`src/rtl/hilo_md_ctrl_pkg.sv`:
```
// Shared types and constants for the iterative HI/LO multiply/divide sequencer.
package hilo_md_ctrl_pkg;

  localparam int unsigned MD_WIDTH     = 32;
  localparam logic [1:0]  RHL_SEL_BOTH = 2'b10;

  typedef enum logic [1:0] {
    MD_MULT  = 2'b00,
    MD_MULTU = 2'b01,
    MD_DIV   = 2'b10,
    MD_DIVU  = 2'b11
  } md_op_t;

  typedef enum logic [1:0] {
    IDLE = 2'b00,
    CALC = 2'b01,
    FIX  = 2'b10,
    DONE = 2'b11
  } md_state_t;

  function automatic logic md_is_signed(input md_op_t op);
    return (op == MD_MULT) || (op == MD_DIV);
  endfunction

  function automatic logic md_is_div(input md_op_t op);
    return (op == MD_DIV) || (op == MD_DIVU);
  endfunction

endpackage

```
`src/rtl/hilo_md_ctrl_if.sv`:
```
// EX-stage request and HI/LO result bundle for the multiply/divide sequencer.
interface hilo_md_ctrl_if
  import hilo_md_ctrl_pkg::*;
#(
  parameter int unsigned WIDTH = MD_WIDTH
) ();

  logic             start;
  md_op_t           op;
  logic [WIDTH-1:0] src_a;
  logic [WIDTH-1:0] src_b;
  logic             flush;
  logic             stall_req;
  logic             busy;
  logic             hilo_we;
  logic [WIDTH-1:0] hi_out;
  logic [WIDTH-1:0] lo_out;

  modport master (
    output start, op, src_a, src_b, flush,
    input  stall_req, busy, hilo_we, hi_out, lo_out
  );

  modport slave (
    input  start, op, src_a, src_b, flush,
    output stall_req, busy, hilo_we, hi_out, lo_out
  );

endinterface

```
`src/rtl/md_iter_datapath.sv`:
```
// Shift-add multiply / restoring divide datapath with sign correction and result registers.
module md_iter_datapath
  import hilo_md_ctrl_pkg::*;
#(
  parameter int unsigned WIDTH = MD_WIDTH
) (
  input  logic             clk,
  input  logic             rst,
  input  logic             i_load,
  input  logic             i_step,
  input  logic             i_fix,
  input  md_op_t           i_op,
  input  logic [WIDTH-1:0] i_src_a,
  input  logic [WIDTH-1:0] i_src_b,
  output logic [WIDTH-1:0] o_hi,
  output logic [WIDTH-1:0] o_lo
);

  localparam int unsigned ACC_W = 2 * WIDTH;

  logic [ACC_W-1:0] r_acc;
  logic [WIDTH-1:0] r_opnd;
  logic             r_is_div;
  logic             r_neg_q;
  logic             r_neg_r;
  logic [WIDTH-1:0] r_hi;
  logic [WIDTH-1:0] r_lo;

  logic             w_sa;
  logic             w_sb;
  logic [WIDTH-1:0] w_mag_a;
  logic [WIDTH-1:0] w_mag_b;
  logic [WIDTH:0]   w_upper;
  logic [WIDTH:0]   w_addend;
  logic             w_cin;
  logic [WIDTH+1:0] w_sum;
  logic             w_no_borrow;
  logic [WIDTH-1:0] w_rem_new;
  logic [ACC_W-1:0] w_acc_step;
  logic [ACC_W-1:0] w_prod_fix;
  logic [WIDTH-1:0] w_hi_fix;
  logic [WIDTH-1:0] w_lo_fix;

  // Operand magnitudes; the most negative value maps onto itself, which is correct unsigned.
  always_comb begin
    w_sa    = md_is_signed(i_op) & i_src_a[WIDTH-1];
    w_sb    = md_is_signed(i_op) & i_src_b[WIDTH-1];
    w_mag_a = w_sa ? -i_src_a : i_src_a;
    w_mag_b = w_sb ? -i_src_b : i_src_b;
  end

  // One shared adder: multiplicand add for multiply, trial subtract of the divisor for divide.
  always_comb begin
    if (r_is_div) begin
      w_upper  = r_acc[ACC_W-1:WIDTH-1];
      w_addend = ~{1'b0, r_opnd};
      w_cin    = 1'b1;
    end else begin
      w_upper  = {1'b0, r_acc[ACC_W-1:WIDTH]};
      w_addend = r_acc[0] ? {1'b0, r_opnd} : '0;
      w_cin    = 1'b0;
    end
    w_sum       = {1'b0, w_upper} + {1'b0, w_addend} + (WIDTH+2)'(w_cin);
    w_no_borrow = w_sum[WIDTH+1];
    w_rem_new   = w_no_borrow ? w_sum[WIDTH-1:0] : w_upper[WIDTH-1:0];
    if (r_is_div) begin
      w_acc_step = {w_rem_new, r_acc[WIDTH-2:0], w_no_borrow};
    end else begin
      w_acc_step = {w_sum[WIDTH:0], r_acc[WIDTH-1:1]};
    end
  end

  // Quotient follows the sign xor, remainder follows the dividend, product negates as a whole.
  always_comb begin
    w_prod_fix = r_neg_q ? -r_acc : r_acc;
    if (r_is_div) begin
      w_lo_fix = r_neg_q ? -r_acc[WIDTH-1:0] : r_acc[WIDTH-1:0];
      w_hi_fix = r_neg_r ? -r_acc[ACC_W-1:WIDTH] : r_acc[ACC_W-1:WIDTH];
    end else begin
      w_lo_fix = w_prod_fix[WIDTH-1:0];
      w_hi_fix = w_prod_fix[ACC_W-1:WIDTH];
    end
  end

  always_ff @(posedge clk) begin
    if (rst) begin
      r_acc    <= '0;
      r_opnd   <= '0;
      r_is_div <= 1'b0;
      r_neg_q  <= 1'b0;
      r_neg_r  <= 1'b0;
      r_hi     <= '0;
      r_lo     <= '0;
    end else begin
      if (i_load) begin
        r_is_div <= md_is_div(i_op);
        r_neg_q  <= w_sa ^ w_sb;
        r_neg_r  <= w_sa;
        r_acc    <= md_is_div(i_op) ? {{WIDTH{1'b0}}, w_mag_a} : {{WIDTH{1'b0}}, w_mag_b};
        r_opnd   <= md_is_div(i_op) ? w_mag_b : w_mag_a;
      end else if (i_step) begin
        r_acc <= w_acc_step;
      end
      if (i_fix) begin
        r_hi <= w_hi_fix;
        r_lo <= w_lo_fix;
      end
    end
  end

  assign o_hi = r_hi;
  assign o_lo = r_lo;

endmodule

```
`src/rtl/hilo_md_ctrl.sv`:
```
// HI/LO multiply/divide sequencer: FSM, iteration counter, pipeline stall and flush handling.
module hilo_md_ctrl
  import hilo_md_ctrl_pkg::*;
#(
  parameter int unsigned WIDTH = MD_WIDTH
) (
  input logic           clk,
  input logic           rst,
  hilo_md_ctrl_if.slave bus
);

  localparam int unsigned     CNT_W     = $clog2(WIDTH);
  localparam logic [CNT_W-1:0] LAST_ITER = CNT_W'(WIDTH - 1);

  md_state_t        r_state;
  md_state_t        w_state_nxt;
  logic [CNT_W-1:0] r_cnt;
  logic             w_accept;
  logic             w_load;
  logic             w_step;
  logic             w_fix;
  logic             w_stall_req;
  logic             w_busy;
  logic             w_hilo_we;
  logic [WIDTH-1:0] w_hi;
  logic [WIDTH-1:0] w_lo;

  assign w_accept = bus.start & ~bus.flush;

  always_ff @(posedge clk) begin
    if (rst) begin
      r_state <= IDLE;
    end else begin
      r_state <= w_state_nxt;
    end
  end

  always_ff @(posedge clk) begin
    if (rst) begin
      r_cnt <= '0;
    end else if (w_load) begin
      r_cnt <= '0;
    end else if (w_step) begin
      r_cnt <= r_cnt + CNT_W'(1);
    end
  end

  // Flush wins in every state; start is ignored in DONE since the instruction is still in EX.
  always_comb begin
    w_state_nxt = r_state;
    if (bus.flush) begin
      w_state_nxt = IDLE;
    end else begin
      case (r_state)
        IDLE:    if (bus.start) w_state_nxt = CALC;
        CALC:    if (r_cnt == LAST_ITER) w_state_nxt = FIX;
        FIX:     w_state_nxt = DONE;
        DONE:    w_state_nxt = IDLE;
        default: w_state_nxt = IDLE;
      endcase
    end
  end

  always_comb begin
    w_load      = 1'b0;
    w_step      = 1'b0;
    w_fix       = 1'b0;
    w_stall_req = 1'b0;
    w_hilo_we   = 1'b0;
    w_busy      = (r_state != IDLE);
    case (r_state)
      IDLE: begin
        w_load      = w_accept;
        w_stall_req = w_accept;
      end
      CALC: begin
        w_step      = ~bus.flush;
        w_stall_req = ~bus.flush;
      end
      FIX: begin
        w_fix       = ~bus.flush;
        w_stall_req = ~bus.flush;
      end
      DONE:    w_hilo_we = ~bus.flush;
      default: ;
    endcase
  end

  md_iter_datapath #(
    .WIDTH (WIDTH)
  ) u_datapath (
    .clk     (clk),
    .rst     (rst),
    .i_load  (w_load),
    .i_step  (w_step),
    .i_fix   (w_fix),
    .i_op    (bus.op),
    .i_src_a (bus.src_a),
    .i_src_b (bus.src_b),
    .o_hi    (w_hi),
    .o_lo    (w_lo)
  );

  assign bus.stall_req = w_stall_req;
  assign bus.busy      = w_busy;
  assign bus.hilo_we   = w_hilo_we;
  assign bus.hi_out    = w_hi;
  assign bus.lo_out    = w_lo;

endmodule

```
`src/flat_wrapper.sv`:
```
// flat-port wrapper written by rule: the top's interface ports become plain ports
module hilo_md_ctrl_flat import hilo_md_ctrl_pkg::*;
#(
  parameter int unsigned WIDTH = MD_WIDTH
)
  (clk, rst, bus_start, bus_op, bus_src_a, bus_src_b, bus_flush, bus_stall_req, bus_busy, bus_hilo_we, bus_hi_out, bus_lo_out);
  hilo_md_ctrl_if #(.WIDTH(WIDTH)) bus_i ();
  input logic clk;
  input logic rst;
  input wire logic [$bits(bus_i.start)-1:0] bus_start;
  input wire logic [$bits(bus_i.op)-1:0] bus_op;
  input wire logic [$bits(bus_i.src_a)-1:0] bus_src_a;
  input wire logic [$bits(bus_i.src_b)-1:0] bus_src_b;
  input wire logic [$bits(bus_i.flush)-1:0] bus_flush;
  output wire logic [$bits(bus_i.stall_req)-1:0] bus_stall_req;
  output wire logic [$bits(bus_i.busy)-1:0] bus_busy;
  output wire logic [$bits(bus_i.hilo_we)-1:0] bus_hilo_we;
  output wire logic [$bits(bus_i.hi_out)-1:0] bus_hi_out;
  output wire logic [$bits(bus_i.lo_out)-1:0] bus_lo_out;
  assign bus_i.start = bus_start;
  assign bus_i.op = bus_op;
  assign bus_i.src_a = bus_src_a;
  assign bus_i.src_b = bus_src_b;
  assign bus_i.flush = bus_flush;
  assign bus_stall_req = bus_i.stall_req;
  assign bus_busy = bus_i.busy;
  assign bus_hilo_we = bus_i.hilo_we;
  assign bus_hi_out = bus_i.hi_out;
  assign bus_lo_out = bus_i.lo_out;
  hilo_md_ctrl #(.WIDTH(WIDTH)) u_core (.clk(clk), .rst(rst), .bus(bus_i));
endmodule
```
`config.mk`:
```
export PLATFORM = sky130hd
export DESIGN_NAME = hilo_md_ctrl_flat
export DESIGN_NICKNAME = d
export VERILOG_FILES = /design/src/rtl/hilo_md_ctrl_pkg.sv /design/src/rtl/hilo_md_ctrl_if.sv /design/src/rtl/md_iter_datapath.sv /design/src/rtl/hilo_md_ctrl.sv /design/src/flat_wrapper.sv
export SDC_FILE = /design/constraint.sdc
export NUM_CORES = 1
export LEC_CHECK = 0
export BUFFER_PORTS_ARGS = -buffer_cell sky130_fd_sc_hd__buf_2
export CORE_UTILIZATION = 45
export DETAILED_ROUTE_END_ITERATION = 10
export PLACE_DENSITY = 0.71
export SETUP_SLACK_MARGIN = 0.5
export SLEW_MARGIN = 15
export SYNTH_ARGS = -nofsm -noshare
export SYNTH_HDL_FRONTEND = slang
export SYNTH_SLANG_ARGS = --single-unit
```
`constraint.sdc`:
```
create_clock -name clk -period 6.1 [get_ports clk]
set_clock_uncertainty 0.1 [all_clocks]
set_input_delay 0.305 -clock clk [delete_from_list [all_inputs] [get_ports clk]]
set_output_delay 0.305 -clock clk [all_outputs]
set_load 0.01 [all_outputs]
```
==> impl_metrics.yaml <==
outcome:
  status: "finished, final reports clean"
timing:
  fin_setup_tns_ns: 0
  clock.fmax_ghz: 0.1983
  maxSlewHeadroom_pct: 17.95
  rsz0062_at_grt: "false"
  finalMaxSlewViolations: 0
  max_slew.worst_pin.slew_ns: 1.219
  fin_crit_sh_pct: 82.69
  setup_viol: 0
  finalHoldViolations: 0
  finalCriticalPeriod_ns: 5.044
placed_design:
  hpwl_um: 31000
  gp_congestion: 1.008
  portBuffers: 136
  dp_cells: 2193
clocking:
  cts-buffers-inserted: 17
  cts.clk_slew.worst_paths_ns: 0.08
  cts_tree: "yes"
  clock_sinks: 170
  htreeDepth: 4
  cts_resized: 0
  cts_root_buf: "clkbuf_16"
  clk_latency_ns: 0.44
  cts_setup_buffers: 0
  holdBufCountCts: 0
  cts_max_path_buffers: 2
die:
  dieArea_mm2: 0.03005
  die_w_um: 173.4
  ios: 137
  start_util_pct: 45.91
  core_mm2: 0.02878
  std_cell_rows: 62
  die_h_um: 173.4
worst_setup_path:
  critPathBufInv: 1
  rr_startpoint: "u_core.u_datapath.r_acc[0]"
  critPathMaxStageDelay_ns: 0.88
  cp_cell_sequence: "inv_1 > nor2_1 > nand2_1 > o21ai_0 > ha_1 > a21oi_1 > o211ai_1 > or3_1 > o211a_1 > o21ai_2 > nand2_1 > o221ai_1 > a21oi_1"
  cp.required_ns: 6.30
  cp-end-kind: "flop"
  arrival_ns: 5.24
  critPathSlowestCell: "nor2_1"
  critPathLaunchType: "flop"
  setup.worst_path.class: "reg2reg"
  critPathTopFamily: "simple AND/OR/NAND/NOR gates"
  worstPathMaxFanout: 20
  crit_start: "u_core.u_datapath.r_acc[0]"
cells_and_area:
  drive_above_1_share_pct: 13.04
  area.growth.synth_to_final_pct: 10.32
  nets: 1944
  diodes: 0
  stdcell_count: 2225
route:
  wirelength_um: 40650
  dr.pass1.iters: 6
  drtIter0Drc: 1317
  wl_met2_um: 17140
  routed-via-count: 13434
  wl_met1_um: 19070
  vias_per_cell: 6.038
  wl_met3_um: 3434
  wl_per_cell_um: 18.27
  route.detailed.drc: 0
  top_layer: "met4"
  final_antenna_net_count: 0
grt:
  grt_pass1_wl_um: 63270
  grt_antenna_before_repair: 0
  grt_overflow: 0
  grt_pass1_vias: 11602
  grt_usage_pct: 26.08
  grt_max_degree: 78
synth:
  netlist_area_mm2: 0.01321
  synth_xor_area_share_pct: 9.279
  syn_nets: 1917
  ys_seq_area_share_pct: 25.76
  synthSimpleGateAreaFrac_pct: 21.91
  yosysUniqueCellTypes: 72
  synth_edf_count: 0
  postSynthAreaPerCell_um2: 7.337
  yosys-top-cells-area: "dfxtp_1 (26%), a21oi_1 (6.5%), nand2_1 (6.4%), nor2_1 (5.3%), o21ai_0 (4.8%)"
  postSynth.asyncResetShare_pct: 0
  synthFlopType: "dfxtp_1"
  synth_area_leader_cell: "dfxtp_1"
  syn_inst: 1801
  synth_top_area_share_pct: 25.76
  synth_common_cells: "nand2_1 (226), nor2_1 (186), a21oi_1 (172)"
  synth-compound-area-share_pct: 27.70
  yosysMostFrequentCell: "nand2_1"
  ys_warn_count: 0
  ys_ff_latch: 170
  synthAdderAreaFrac_pct: 4.469
  synth_mux_area_share_pct: 5.861
  synth_top_family_by_area: "compound AO/OA/AOI/OAI gates"
power_and_ir_drop:
  irDropWorstVdd_mv: 0.1967
  power_leakage_nw: 5.651
  p_per_area_mw_per_mm2: 198.1
flow_run:
  maxCapViolCount: 0
worst_hold_path:
  min_from: "bus_flush"
  min_path_type: "in2reg"
-- power breakdown --
group	switching (W)	total, W	internal, W
registers	0.0000599	0.00121	0.00115
logic	0.000362	0.000565	0.000203
clock network	0.000555	0.00112	0.000562
-- area by class of cell --
cell class	instances	area [um^2]
Timing Repair Buffer	149	780.7
Clock inverter	15	186.4
Sequential cell	170	3407
Multi-Input combinational cell	1458	9178
Inverter	32	120.1
Tap cell	384	480.5
Clock buffer	17	425.4
Fill cell	2807	14200
-- registers in the layout, summed over array words and instances, names as in the netlist, 2 cells and up --
| signal | flops |
|---|---|
| u_core.u_datapath.o_hi | 32 |
| u_core.u_datapath.r_acc | 64 |
| u_core.r_state | 2 |
| u_core.u_datapath.r_opnd | 32 |
| u_core.r_cnt | 5 |
| u_core.u_datapath.o_lo | 32 |
-- cell usage in the layout (no fill, tap or decap), types with 11 or more instances in the layout --
| cell type | synthesis | routed |
|---|---|---|
| a21o_1 | 16 | 16 |
| ha_1 | 44 | 44 |
| buf_4 | 1 | 14 |
| o31ai_1 | 24 | 24 |
| mux2i_1 | 47 | 47 |
| xnor2_1 | 70 | 70 |
| xor2_1 | 70 | 70 |
| buf_2 | 9 | 135 |
| nor3_1 | 44 | 43 |
| nand2_1 | 226 | 226 |
| nand4_1 | 13 | 13 |
| o21a_1 | 11 | 11 |
| nor2_1 | 186 | 184 |
| clkbuf_16 | 0 | 17 |
| a31oi_1 | 17 | 17 |
| or3_1 | 24 | 24 |
| a211oi_1 | 68 | 68 |
| o21ai_0 | 126 | 126 |
| and2_1 | 14 | 14 |
| mux2_2 | 27 | 27 |
| o221ai_1 | 14 | 14 |
| o211ai_1 | 52 | 52 |
| dfxtp_1 | 170 | 169 |
| inv_1 | 31 | 31 |
| nand3_1 | 36 | 36 |
| a21oi_1 | 172 | 172 |
-- path summary, 6_finish.rpt --
path / slack, ns / endpoint / cells past startpoint
max: 1.06 / u_core.u_datapath.r_acc[35] / 13
min: 0.16 / u_core.r_state[1] / 2
max reg2reg: 1.06 / u_core.u_datapath.r_acc[35] / 13
min reg2reg: 0.35 / u_core.u_datapath.o_hi[3] / 2
-- kinds of logic (layout without fill, tap and decap cells) --
logic type,Yosys count,count (layout)
DFF,170,170
xor gates and xnor gates,140,140
and+or+nand+nor,624,624
AOI/OAI and AO/OA,574,574
muxes,74,74
adders and majority gates,46,46
buffers and inverters,173,213
-- layer usage --
layer | vias up | global-route usage, %
met4 | 0 | 8.665
met3 | 59 | 4.561
met2 | 581 | 38.04
li1 | 6582 | -
met5 | - | 0
met1 | 6212 | 38.29
-- metrics by stage --
stage,power (W),hold WS (ns),setup WS [ns],util [%],area (um^2)
after floorplan,0.001609,0.3406,1.325,-,13210
after global placement,0.001774,0.3350,1.251,48.51,13960
after detailed placement,0.001782,0.3428,1.154,48.51,13960
after CTS,0.002890,0.1532,1.079,50.64,14570
after global routing,0.003002,0.1689,0.7110,50.65,14580
final,0.002888,0.1644,1.056,50.65,14580
Note: power is estimated with default switching activity, not from simulation.
